==> config.mk <==
export PLATFORM = sky130hd
export DESIGN_NAME = calc_core_param
export DESIGN_NICKNAME = d
export VERILOG_FILES = /design/src/rtl/calc_core_param.sv
export SDC_FILE = /design/constraint.sdc
export NUM_CORES = 1
export LEC_CHECK = 0
export ABC_AREA = 1
export CORE_ASPECT_RATIO = 0.8
export CORE_MARGIN = 2
export CORE_UTILIZATION = 50
export CTS_BUF_LIST = sky130_fd_sc_hd__clkbuf_16
export DETAILED_ROUTE_END_ITERATION = 16
export PLACE_DENSITY = 0.69
export SYNTH_ARGS = -nofsm -noshare
export SYNTH_HDL_FRONTEND = slang
export SYNTH_SLANG_ARGS = --single-unit
==> constraint.sdc <==
create_clock -name clk -period 4.5 [get_ports clk]
set_input_delay 1.125 -clock clk [delete_from_list [all_inputs] [get_ports clk]]
set_output_delay 1.125 -clock clk [all_outputs]
set_load 0.1 [all_outputs]
==> src/rtl/calc_core_param.sv <==
// Two-operand signed calculator: enter A, enter B, pick an operator, show the result, chain from it.
// The result is registered one cycle after the operator confirm, and sums and products saturate to the RW range.
module calc_core_param #(
    parameter int WIDTH = 4,
    parameter int RW    = 2 * WIDTH
) (
    input  logic             clk,
    input  logic             reset,
    input  logic             confirm,
    input  logic             display_mode_change,
    input  logic [WIDTH-1:0] operand_in,
    input  logic [1:0]       op_sel,
    output logic [RW-1:0]    display_value,
    output logic             display_mode,
    output logic [1:0]       state,
    output logic             result_valid,
    output logic             overflow
);

    localparam int IW = 2 * RW;

    typedef enum logic [1:0] {
        ENTER_A  = 2'b00,
        ENTER_B  = 2'b01,
        ENTER_OP = 2'b10,
        SHOW     = 2'b11
    } state_t;

    state_t               cur_state;
    logic                 confirm_q;
    logic                 mode_chg_q;
    logic                 confirm_arm;
    logic                 mode_chg_arm;
    logic signed [RW-1:0] acc;
    logic signed [RW-1:0] opb;

    logic                 confirm_edge;
    logic                 mode_chg_edge;
    logic signed [RW-1:0] operand_ext;
    logic signed [IW-1:0] a_w;
    logic signed [IW-1:0] b_w;
    logic signed [IW-1:0] res_w;
    logic signed [RW-1:0] res_sat;
    logic                 res_ovf;

    localparam logic signed [IW-1:0] MAX_W = {{(RW + 1){1'b0}}, {(RW - 1){1'b1}}};
    localparam logic signed [IW-1:0] MIN_W = {{(RW + 1){1'b1}}, {(RW - 1){1'b0}}};

    // The arm flags stop a button held through reset release from counting as a press.
    assign confirm_edge  = confirm & ~confirm_q & confirm_arm;
    assign mode_chg_edge = display_mode_change & ~mode_chg_q & mode_chg_arm;
    assign operand_ext   = {{(RW - WIDTH){operand_in[WIDTH-1]}}, operand_in};

    always_comb begin
        a_w     = {{RW{acc[RW-1]}}, acc};
        b_w     = {{RW{opb[RW-1]}}, opb};
        res_w   = '0;
        case (op_sel)
            2'b00:   res_w = a_w + b_w;
            2'b01:   res_w = a_w - b_w;
            2'b10:   res_w = a_w * b_w;
            default: res_w = (a_w > b_w) ? a_w : b_w;
        endcase
        res_ovf = 1'b0;
        res_sat = res_w[RW-1:0];
        if (res_w > MAX_W) begin
            res_ovf = 1'b1;
            res_sat = {1'b0, {(RW - 1){1'b1}}};
        end else if (res_w < MIN_W) begin
            res_ovf = 1'b1;
            res_sat = {1'b1, {(RW - 1){1'b0}}};
        end
    end

    always_ff @(posedge clk) begin
        if (reset) begin
            cur_state    <= ENTER_A;
            acc          <= '0;
            opb          <= '0;
            overflow     <= 1'b0;
            display_mode <= 1'b0;
            confirm_q    <= 1'b0;
            mode_chg_q   <= 1'b0;
            confirm_arm  <= ~confirm;
            mode_chg_arm <= ~display_mode_change;
        end else begin
            confirm_q    <= confirm;
            mode_chg_q   <= display_mode_change;
            confirm_arm  <= confirm_arm | ~confirm;
            mode_chg_arm <= mode_chg_arm | ~display_mode_change;
            if (mode_chg_edge) begin
                display_mode <= ~display_mode;
            end
            if (confirm_edge) begin
                unique case (cur_state)
                    ENTER_A: begin
                        acc       <= operand_ext;
                        overflow  <= 1'b0;
                        cur_state <= ENTER_B;
                    end
                    ENTER_B: begin
                        opb       <= operand_ext;
                        cur_state <= ENTER_OP;
                    end
                    ENTER_OP: begin
                        acc       <= res_sat;
                        overflow  <= res_ovf;
                        cur_state <= SHOW;
                    end
                    SHOW: begin
                        cur_state <= ENTER_B;
                    end
                endcase
            end
        end
    end

    always_comb begin
        display_value = operand_ext;
        case (cur_state)
            ENTER_OP: display_value = opb;
            SHOW:     display_value = acc;
            default:  display_value = operand_ext;
        endcase
    end

    assign state        = cur_state;
    assign result_valid = (cur_state == SHOW);

endmodule

==> run_results.csv <==
group,metric,value,unit
status,status,"complete, no violations",
logic_synthesis,synth_cells,546,
logic_synthesis,post_synth_fa_ha_maj_area_fraction,0.266,
run,max_cap_viol_count,0,
clock_tree,ctsLongestPathBuffers,2,
die,design.portCount,23,
logic_synthesis,synth_seq_cells,20,
pwr,worst_ir_drop_vdd,0.217,mV
global_route,antenna_found_initial,0,
clock_tree,root_buffer_cell,"clkbuf_16",
die,fp.dieH,79.8,µm
setup_path,timing.rr.start,"acc[0]",
drt,routed_wire_length_per_instance,14.9,µm
setup_path,critPathLaunch,"acc[0]",
logic_synthesis,yosys.area_share.simple,0.325,
drt,viasPerCell,5.33,
worst_hold_path,hold_path.class,"flip-flop to flip-flop",
clock_tree,clock_tree.htree_level_count,1,
clock_tree,cts_made_buffers,3,
clock_tree,cts.clk_slew.worst_paths,0.06,ns
logic_synthesis,synthDistinctLibCells,42,
logic_synthesis,synth_fp_nets,621,
final_layout,finalCoreUtilization,0.573,
timing,slew_violations,0,
clock_tree,cts-hold-fix-buffers,0,
pwr,power_per_cell_area,221,nW/µm²
clock_tree,clk-insertion-delay-late,0.26,ns
die,floorplan.die.width,98.7,µm
logic_synthesis,ys_warn_count,0,
drt,drc_errors,0,
logic_synthesis,post_synthesis_sequential_area_ratio,0.112,
setup_path,timing_endpoint_of_the_critical_path,"acc[1]",
drt,violation_count_after_the_first_detailed_routing_iteration,182,
setup_path,crit_path_end_kind,"flip-flop",
drt,drtAntennaViolNets,0,
final_layout,fin_area,3970,µm²
placed_design,detailedPlacementHpwl,7.98,mm
global_route,grt_first_pass_wirelength,16.5,mm
die,core.rowCount,27,
setup_path,critical_path_required,4.61,ns
final_layout,drive_above_1_share,0.147,
logic_synthesis,synthMuxAreaShare,0,
final_layout,layout_common_cells,"138 x nand2_1, 97 x inv_1, 46 x ha_1, 34 x nor2_1",
setup_path,cp_data_arrival_time,4.38,ns
final_layout,final_net_count,643,
setup_path,rr_worst_depth,23,
drt,first_pass_iters,5,
timing,clock.fmax,234,MHz
setup_path,r2r-end,"acc[1]",
setup_path,worstSetupStartpointType,"flip-flop",
die,die_area,7870,µm²
timing,final_hold_viol_count,0,
setup_path,critical_path.max_stage_delay,0.58,ns
drt,via_count,3478,
drt,totalWireLength,9.70,mm
final_layout,area_added_between_synthesis_and_finish,10.5,%
timing,layout_worst_path_cycle_share,0.948,
placed_design,buffer_ports.inserted,22,
timing,hold_slack,0.467,ns
final_layout,multi_input_gate_area_in_the_final_layout,2730,µm²
global_route,grt_max_degree,21,
setup_path,reg2reg_slack,0.23,ns
placed_design,gp_congestion,0.994,
setup_path,critical-path-slowest-cell,"fa_1",
logic_synthesis,post_synth_instance_area,3590,µm²
clock_tree,total_clock_sinks,20,
placed_design,placedInstanceArea,3880,µm²
global_route,grt_util_all_layers,0.261,
timing,setup_violations,0,
timing,setup_slack,0.234,ns
die,initial_utilization,0.518,
setup_path,critical_path_maximum_fanout,6,
setup_path,critPathMostFrequentCell,"nand2_1",
pwr,power_leakage,2.21,nW
clock_tree,post-cts-setup-buffers,0,
setup_path,crit_type,"flip-flop to flip-flop",
logic_synthesis,syn-mean-instance-area,6.57,µm²
timing,max_slew.worst_pin.slew,0.972,ns
logic_synthesis,largest_family_of_logic_cells_by_synthesized_area,"simple AND/OR/NAND/NOR gates",
final_layout,layout_commonest_cell,"nand2_1",
final_layout,antenna_cells,0,
timing,relSlewSlack,0.350,
clock_tree,post_cts_resized,0,
clock_tree,cts_tree,"built",
timing,worst_clock_skew,0.00357,ns
timing,rsz0062_at_grt,"no",
placed_design,detailedPlace.worstSlack,0.135,ns
timing,min_period,4.27,ns
global_route,grt_remaining_overflow,0,
logic_synthesis,synth_compound_gate_area_share,0.158,
global_route,grt_pass1_vias,3408,
logic_synthesis,post_synth_xor_area_fraction,0.00488,
setup_path,cp_cell_sequence,"inv_2, nand2_1, fa_1, fa_1, fa_1, inv_1, ha_1, inv_1, fa_1, inv_1, nand3_1, nand3_1, nand2_1, nand3_1, nand2_1, inv_1, nand3_2, nor2_2, nand2_2, a21oi_2, nand2_1, nand2_1, a21oi_2",
final_layout,register_area,404,µm²
final_layout,fillCellCount,666,
die,floorplan.core_area,6930,µm²
## worst max-delay path, delay by kind of cell (launching register included)
kind	cells	cell delay [ns]
buf+inv	5	0.47
compound gates	2	0.21
fa+ha+maj	5	2.07
flops	1	0.37
simple gates	11	0.99
## routing by layer
| metal | GRT usage | up-vias | routed length [µm] |
|---|---|---|---|
| li1 | - | 1768 | - |
| met3 | 0.0289 | 14 | 586 |
| met1 | 0.376 | 1584 | 4690 |
| met2 | 0.428 | 112 | 4290 |
| met4 | 0.0452 | 0 | 140 |
| met5 | 0 | - | 0 |
## where the power goes
part	switching, mW	internal (mW)
Clock	0.0688	0.117
Combinational	0.336	0.147
Sequential	0.0181	0.189
## flip-flops by register name, summed over array words and instances (netlist names)
| signal | cells |
|---|---|
| confirm_q | 1 |
| confirm_arm | 1 |
| mode_chg_q | 1 |
| opb | 4 |
| state | 2 |
| mode_chg_arm | 1 |
| display_mode | 1 |
| overflow | 1 |
| acc | 8 |
## how the worst min path moves through the flow
stage	cells past startpoint	start	to
2_1_floorplan	2	confirm_arm	confirm_arm
3_3_place_gp	2	mode_chg_arm	mode_chg_arm
3_5_place_dp	2	mode_chg_arm	mode_chg_arm
4_1_cts	2	mode_chg_arm	mode_chg_arm
5_1_grt	2	mode_chg_arm	mode_chg_arm
6_report	2	mode_chg_arm	mode_chg_arm
## synthesized netlist by cell type, drive strengths merged
cell	n	share of area
o311ai	1	0.0024
nand3	37	0.067
a311oi	1	0.0024
a21oi	41	0.074
a211oi	5	0.010
dfxtp	20	0.11
a22oi	1	0.0021
inv	107	0.11
a31oi	2	0.0035
o21ai	33	0.046
a2111oi	1	0.0024
and2	1	0.0017
clkbuf	3	0.0031
clkinv	1	0.0010
fa	19	0.11
nor2	42	0.054
ha	46	0.16
buf	8	0.018
o21bai	1	0.0021
nor3	3	0.0042
nand4	4	0.0070
a221oi	1	0.0024
a41oi	1	0.0024
or2	1	0.0024
and3	1	0.0031
nand2	158	0.18
xor2	2	0.0049
o221ai	3	0.0073
nor3b	2	0.0042
## cells by family after synthesis
logic type      Yosys count
buf+inv                 119
flops                    20
xor+xnor                  2
simple gates            249
compound gates           91
fa+ha+maj                65
## metrics by stage
stage / TNS [ns] / total power [mW] / cells
4_1_cts: 0 / 0.870 / 653
5_1_grt: 0 / 0.937 / 653
6_report: 0 / 0.877 / 653
2_1_floorplan: -1.67 / 0.586 / 546
3_3_place_gp: 0 / 0.679 / 650
3_5_place_dp: 0 / 0.684 / 650
## layout make-up
type,count,share of cell area
multi-input cells,407,0.687
well taps,87,0.0274
clock buffers,3,0.0189
repair buffers,28,0.0618
inverters,108,0.103
flip-flops and latches,20,0.102
Power figures use the tool's default switching activity.
